[src/rtl/fetch_cycle.sv]
// -----------------------------------------------------------------------------
// fetch_cycle
// Instruction-fetch stage plus IF/ID pipeline register feeding decode.
// Owns the PC. Talks to instruction memory over a single-outstanding
// request/response handshake. Buffers one returned instruction while decode is
// stalled. Flushes in-flight and buffered instructions on an Execute redirect.
//
// Parameters:
//   RESET_PC   PC value loaded on reset
//   NOP_INSTR  bubble instruction driven on InstrD when ValidD = 0
//
// Ports:
//   clk, rst          clock, asynchronous active-high reset
//   o_p_waitrequest   pipeline stall; IF/ID register and redirects frozen while 1
//   PCSrcE/PCTargetE  redirect request and target from Execute
//   imem_req/addr     fetch request valid and word-aligned address
//   imem_ready        request accepted when imem_req & imem_ready
//   imem_rvalid/rdata response valid and returned instruction
//   InstrD/PCD/PCPlus4D/ValidD  IF/ID register contents
//
// Optional feature (macro FETCH_PERF_CNT_EN):
//   fetch_stall_cnt   saturating count of unstalled cycles that load a bubble
//   fetch_flush_cnt   saturating count of redirects acted on
// -----------------------------------------------------------------------------
module fetch_cycle #(
  parameter logic [31:0] RESET_PC  = 32'h0000_0000,
  parameter logic [31:0] NOP_INSTR = 32'h0000_0013
) (
  input  logic        clk,
  input  logic        rst,
  input  logic        o_p_waitrequest,
  input  logic        PCSrcE,
  input  logic [31:0] PCTargetE,
  output logic        imem_req,
  output logic [31:0] imem_addr,
  input  logic        imem_ready,
  input  logic        imem_rvalid,
  input  logic [31:0] imem_rdata,
  output logic [31:0] InstrD,
  output logic [31:0] PCD,
  output logic [31:0] PCPlus4D,
  output logic        ValidD
`ifdef FETCH_PERF_CNT_EN
  ,
  output logic [31:0] fetch_stall_cnt,
  output logic [31:0] fetch_flush_cnt
`endif
);

  localparam int unsigned XLEN = 32;

  localparam logic [1:0] ST_REQ  = 2'd0;
  localparam logic [1:0] ST_WAIT = 2'd1;
  localparam logic [1:0] ST_HOLD = 2'd2;

  logic [1:0]      state_q, state_d;
  logic [XLEN-1:0] pc_q, pc_d;
  logic            kill_q, kill_d;
  logic [XLEN-1:0] fetch_pc_q, fetch_pc_d;
  logic [XLEN-1:0] hold_instr_q, hold_instr_d;
  logic [XLEN-1:0] hold_pc_q, hold_pc_d;

  logic [XLEN-1:0] instr_q, pcd_q, pcp4_q;
  logic            valid_q;

  logic            stall;
  logic            redirect;
  logic            req_c;
  logic            load_instr;
  logic            load_bubble;
  logic [XLEN-1:0] new_instr;
  logic [XLEN-1:0] new_pc;

  assign stall    = o_p_waitrequest;
  // Redirects are frozen along with the IF/ID register during a stall.
  assign redirect = PCSrcE & ~stall;

  // Next-state, PC and IF/ID load decisions.
  always_comb begin
    state_d      = state_q;
    pc_d         = pc_q;
    kill_d       = kill_q;
    fetch_pc_d   = fetch_pc_q;
    hold_instr_d = hold_instr_q;
    hold_pc_d    = hold_pc_q;
    req_c        = 1'b0;
    load_instr   = 1'b0;
    new_instr    = imem_rdata;
    new_pc       = fetch_pc_q;

    unique case (state_q)
      ST_REQ: begin
        req_c = 1'b1;
        if (imem_ready) begin
          fetch_pc_d = pc_q;
          pc_d       = pc_q + XLEN'(4);
          // A request accepted alongside a redirect fetches the stale path.
          kill_d     = redirect;
          state_d    = ST_WAIT;
        end
      end
      ST_WAIT: begin
        if (imem_rvalid) begin
          if (kill_q) begin
            kill_d  = 1'b0;
            state_d = ST_REQ;
          end else if (redirect) begin
            state_d = ST_REQ;
          end else if (!stall) begin
            load_instr = 1'b1;
            // Back-to-back fetch: pc_q already points at the next word.
            req_c      = 1'b1;
            if (imem_ready) begin
              fetch_pc_d = pc_q;
              pc_d       = pc_q + XLEN'(4);
            end else begin
              state_d = ST_REQ;
            end
          end else begin
            hold_instr_d = imem_rdata;
            hold_pc_d    = fetch_pc_q;
            state_d      = ST_HOLD;
          end
        end else if (redirect) begin
          kill_d = 1'b1;
        end
      end
      ST_HOLD: begin
        if (redirect) begin
          state_d = ST_REQ;
        end else if (!stall) begin
          load_instr = 1'b1;
          new_instr  = hold_instr_q;
          new_pc     = hold_pc_q;
          state_d    = ST_REQ;
        end
      end
      default: begin
        state_d = ST_REQ;
      end
    endcase

    if (redirect) begin
      pc_d = PCTargetE;
    end
  end

  // load_instr is never set on a redirect, so a redirect always yields a bubble.
  assign load_bubble = ~stall & ~load_instr;

  // Fetch state, PC, kill flag and hold buffer.
  always_ff @(posedge clk or posedge rst) begin
    if (rst) begin
      state_q      <= ST_REQ;
      pc_q         <= RESET_PC;
      kill_q       <= 1'b0;
      fetch_pc_q   <= '0;
      hold_instr_q <= '0;
      hold_pc_q    <= '0;
    end else begin
      state_q      <= state_d;
      pc_q         <= pc_d;
      kill_q       <= kill_d;
      fetch_pc_q   <= fetch_pc_d;
      hold_instr_q <= hold_instr_d;
      hold_pc_q    <= hold_pc_d;
    end
  end

  // IF/ID register; PCD/PCPlus4D keep their last values across bubbles.
  always_ff @(posedge clk or posedge rst) begin
    if (rst) begin
      instr_q <= NOP_INSTR;
      pcd_q   <= '0;
      pcp4_q  <= '0;
      valid_q <= 1'b0;
    end else if (load_instr) begin
      instr_q <= new_instr;
      pcd_q   <= new_pc;
      pcp4_q  <= new_pc + XLEN'(4);
      valid_q <= 1'b1;
    end else if (load_bubble) begin
      instr_q <= NOP_INSTR;
      valid_q <= 1'b0;
    end
  end

  assign imem_req  = req_c & ~rst;
  assign imem_addr = pc_q;
  assign InstrD    = instr_q;
  assign PCD       = pcd_q;
  assign PCPlus4D  = pcp4_q;
  assign ValidD    = valid_q;

`ifdef FETCH_PERF_CNT_EN
  logic [XLEN-1:0] stall_cnt_q;
  logic [XLEN-1:0] flush_cnt_q;

  // Saturating bubble and redirect counters.
  always_ff @(posedge clk or posedge rst) begin
    if (rst) begin
      stall_cnt_q <= '0;
      flush_cnt_q <= '0;
    end else begin
      if (load_bubble && (stall_cnt_q != '1)) begin
        stall_cnt_q <= stall_cnt_q + XLEN'(1);
      end
      if (redirect && (flush_cnt_q != '1)) begin
        flush_cnt_q <= flush_cnt_q + XLEN'(1);
      end
    end
  end

  assign fetch_stall_cnt = stall_cnt_q;
  assign fetch_flush_cnt = flush_cnt_q;
`endif

endmodule

[config.mk]
export PLATFORM = sky130hd
export DESIGN_NAME = fetch_cycle
export DESIGN_NICKNAME = d
export VERILOG_FILES = /design/src/rtl/fetch_cycle.sv
export SDC_FILE = /design/constraint.sdc
export NUM_CORES = 1
export LEC_CHECK = 0
export CAP_MARGIN = 10
export CORE_MARGIN = 8
export CORE_UTILIZATION = 50
export CTS_CLUSTER_SIZE = 14
export DETAILED_ROUTE_END_ITERATION = 10
export GPL_TIMING_DRIVEN = 0
export MAX_ROUTING_LAYER = met4
export PLACE_DENSITY = 0.81
export SLEW_MARGIN = 30
export SYNTH_ARGS = -nofsm -noshare
export SYNTH_HDL_FRONTEND = slang
export SYNTH_SLANG_ARGS = --single-unit
[constraint.sdc]
create_clock -name clk -period 8.8 [get_ports clk]
set_input_delay 1.32 -clock clk [delete_from_list [all_inputs] [get_ports clk]]
set_output_delay 1.32 -clock clk [all_outputs]
set_load 0.03 [all_outputs]
==> summary.md <==
| Metric | Value |
|---|---|
| Status | completed |
| Synthesized flop and latch total | 226 |
| CTS buffer count | 24 |
| PwrDens | 335 nW/µm² |
| Max-cap violation count | 0 |
| Period utilization | between 60% and 70% |
| Post-Route Utilization | around 67% |
| Worst hold path class | flop to flop |
| Clk root buf | clkbuf_16 |
| Least-Margin Pin Slew | 0.816 ns |
| Die W | 160 µm |
| Starting Density | between 50% and 60% |
| Reg clk slew, reported paths | 0.06 ns |
| Layout Area Growth over Synthesis | 31.1% |
| Worst slew margin | 45.2% |
| Min Tclk post-route | 5.70 ns |
| Hold-fix buffers, CTS | 0 |
| Non-Filler Instances | 1,474 |
| Router iterations before antenna repair | 5 |
| Max Clock Skew | between 0.015 and 0.02 ns |
| Fillers | 1,534 |
| Largest net degree at the start of global routing | 97 |
| Clock sinks | 226 |
| First-pass GRT wire length | 45.8 mm |
| Post-CTS sizing | 0 |
| Syn nets | between 1,000 and 1,500 |
| Inst Count DP | around 1,400 |
| Cells after Synth | around 960 |
| Post-Route WL | ~28 mm |
| Core area | 20,200 µm² |
| Crit path max-delay cell type | nor3b_2 |
| Fin. Hold Viols | 0 |
| Die ar. | 25,500 µm² |
| Routed Antenna Nets | 0 |
| VDD IR-drop max | 162 µV |
| Yosys cell types | 55 |
| Worst Path Class, Setup | input pin to flop |
| Sequential fraction of the synthesis area | 54.7% |
| YS warnings | 0 |
| DP Area | approximately 13,000 µm² |
| ANT cells | 0 |
| Design area | 13,600 µm² |
| CP top delay family | buffers and inverters |
| CP bufs+invs | 4 |
| Via density | 5.56 |
| RSZ-0062 raised after global routing | no |
| Required @ worst endpoint | 9.21 ns |
| Static Leak | 5.89 nW |
| Remaining Overflow, GRT | 0 |
| Worst Setup Start Kind | input pin |
| DRT iter0 DRCs | approximately 650 |
| Post-Syn Area | approximately 10,000 µm² |
| Synth Flop Type | dfrtp_1 |
| Ys async rst share | 100% |
| Setup bufs post-CTS | 0 |
| I/O pins | 200 |
| Most frequent CP cell | clkbuf_1 |
| Syn avg cell area | 10.8 µm² |
| Setup crit end kind | flop |
| Share of layout cells above drive strength 1 | approximately 13% |
| Worst path arrival time | a little over 6 ns |
| Clk buf depth | 3 |
| Setup Total Neg Slack | 0 ns |
| CTS tree | done |
| Initial antenna violation count | 0 |
| Placed wire-length estimate | between 20 and 25 mm |
| Row cnt | 52 |
| DR vias | 8,190 |
| # DRC | 0 |
| Final Wtd Congestion | 0.907 |
| Final Slew Violations | 0 |
| DIE HEIGHT | 160 µm |
| Post-layout nets | 1,262 |
| Maximum clock rate | 0.175 GHz |
| CP Max Fanout | 10 |
| Final setup violation count | 0 |
| Total track usage | 22.4% |
| Vias in the first global route | 8,543 |
| Clock Latency Late Sink | ~0.51 ns |
| Port buffer count | 199 |
| H-tree level count | 1 |
| Crit-path cells | clkdlybuf4s50_1 > nor3b_2 > clkbuf_1 > clkbuf_1 > clkbuf_1 > nand2_1 > nand2_1 > ha_1 > nand3_1 > nor3_1 > a21oi_2 > or3_4 > o31a_1 > o31ai_1 |
| Post-synth EDFFs | 0 |
| DR WL/cell | 19.2 µm |
| Max stage delay on crit path | 0.73 ns |
cells in the mapped netlist, types with 3 or more instances:
| library cell | n | share of area [%] |
|---|---|---|
| a21oi_1 | 16 | 0.77 |
| a22oi_1 | 29 | 2.1 |
| a31oi_1 | 7 | 0.42 |
| and3_1 | 5 | 0.30 |
| and4_1 | 5 | 0.42 |
| buf_1 | 8 | 0.29 |
| buf_2 | 3 | 0.15 |
| clkbuf_1 | 39 | 1.4 |
| dfrtp_1 | 223 | 54 |
| dfstp_2 | 3 | 0.76 |
| ha_1 | 6 | 0.73 |
| inv_1 | 6 | 0.22 |
| mux2_2 | 98 | 11 |
| mux2i_1 | 28 | 2.7 |
| nand2_1 | 171 | 6.2 |
| nand2b_1 | 3 | 0.18 |
| nand3_1 | 30 | 1.5 |
| nand4_1 | 19 | 1.1 |
| nor2_1 | 28 | 1.0 |
| nor2b_1 | 5 | 0.30 |
| nor3_1 | 8 | 0.39 |
| nor4_1 | 8 | 0.48 |
| o21ai_0 | 62 | 3.0 |
| o21ai_1 | 51 | 2.5 |
| o22ai_1 | 3 | 0.18 |
| o31ai_1 | 3 | 0.22 |
| or3_1 | 4 | 0.24 |
| xnor2_1 | 13 | 1.1 |
| xor2_1 | 41 | 3.5 |
state kept, by name, indices dropped and copies added (netlist names):
register,cells
InstrD,32
PCD,32
fetch_pc_q,32
hold_instr_q,32
hold_pc_q,32
imem_addr,32
PCPlus4D,30
state_q,2
ValidD,1
kill_q,1
cell type report:
class	count	area (µm²)	area share, %
Sequential cell	226	5660	41.8
Multi-Input combinational cell	674	4440	32.8
Timing Repair Buffer	201	2050	15.1
Clock buffer	37	711	5.24
Tap cell	270	338	2.49
Buffer	53	218	1.61
Clock inverter	7	110	0.813
Inverter	6	30.0	0.222
where the power goes:
part,internal [mW],switching [mW]
Sequential,1.43,0.348
Clock,0.642,0.393
Combinational,0.764,0.959
layer usage:
layer  wire [µm]  global-route usage [%]  up-vias  share of wire (%)
met5           0                       -        -                  0
met3        1570                    3.70       55                5.6
met1       12800                    29.7     3996                 45
met2       13100                    34.7      302                 46
met4         769                    7.14        0                2.7
li1            -                       -     3837                  -
per-stage QoR:
step	hold slack [ns]	setup WS [ns]	total power, mW
floorplan	0.479	1.29	2.79
global placement	0.461	-1.45	3.44
detailed placement	0.463	2.63	3.51
CTS	0.477	3.17	4.56
global route	0.503	2.88	4.78
finish	0.472	3.10	4.54
worst paths after layout:
kind	start	endpoint	slack, ns	cells after the start
setup / recovery	o_p_waitrequest	PCPlus4D[28]$_DFFE_PP0P_	3.10	14
hold / removal	PCD[22]$_DFFE_PP0P_	PCD[22]$_DFFE_PP0P_	0.47	2
setup reg to reg	state_q[0]$_DFFE_PP0P_	PCPlus4D[28]$_DFFE_PP0P_	3.72	15
hold reg to reg	PCD[22]$_DFFE_PP0P_	PCD[22]$_DFFE_PP0P_	0.47	2
min in group asynchronous	rst	hold_instr_q[0]$_DFFE_PP0P_	1.27	2
max in group asynchronous	rst	PCPlus4D[4]$_DFFE_PP0P_	6.77	3
kinds of logic after synthesis:
kind of cell	count (synthesis)	share of synthesized area (%)
simple gates	301	13.7
flops	226	54.7
compound gates	185	10.3
mux	128	13.6
buf+inv	59	2.32
xor+xnor	54	4.58
fa+ha+maj	6	0.726
worst register-to-register path, stage by stage (launching register included):
cell,delay [ns]
dfrtp_1,0.38
inv_1,0.12
ha_1,0.28
nor3b_2,0.70
clkbuf_1,0.48
clkbuf_1,0.47
clkbuf_1,0.47
nand2_1,0.10
nand2_1,0.10
ha_1,0.26
nand3_1,0.13
nor3_1,0.34
a21oi_2,0.19
or3_4,0.43
o31a_1,0.30
o31ai_1,0.23
cell usage in the layout, fill, tap and decap left out, types with 6 or more instances in the layout:
| cell | n |
|---|---|
| xor2_1 | 41 |
| nand4_1 | 19 |
| nor3_1 | 8 |
| a31oi_1 | 7 |
| a21oi_1 | 16 |
| mux2i_1 | 28 |
| mux2_2 | 98 |
| ha_1 | 6 |
| xnor2_1 | 13 |
| nand3_1 | 30 |
| o21ai_1 | 51 |
| buf_1 | 8 |
| clkbuf_16 | 25 |
| clkdlybuf4s50_1 | 199 |
| nor4_1 | 8 |
| nor2_1 | 28 |
| dfrtp_1 | 223 |
| o21ai_0 | 62 |
| clkbuf_1 | 47 |
| nand2_1 | 171 |
| a22oi_1 | 29 |
No activity file was read; power rests on OpenSTA's default activity.
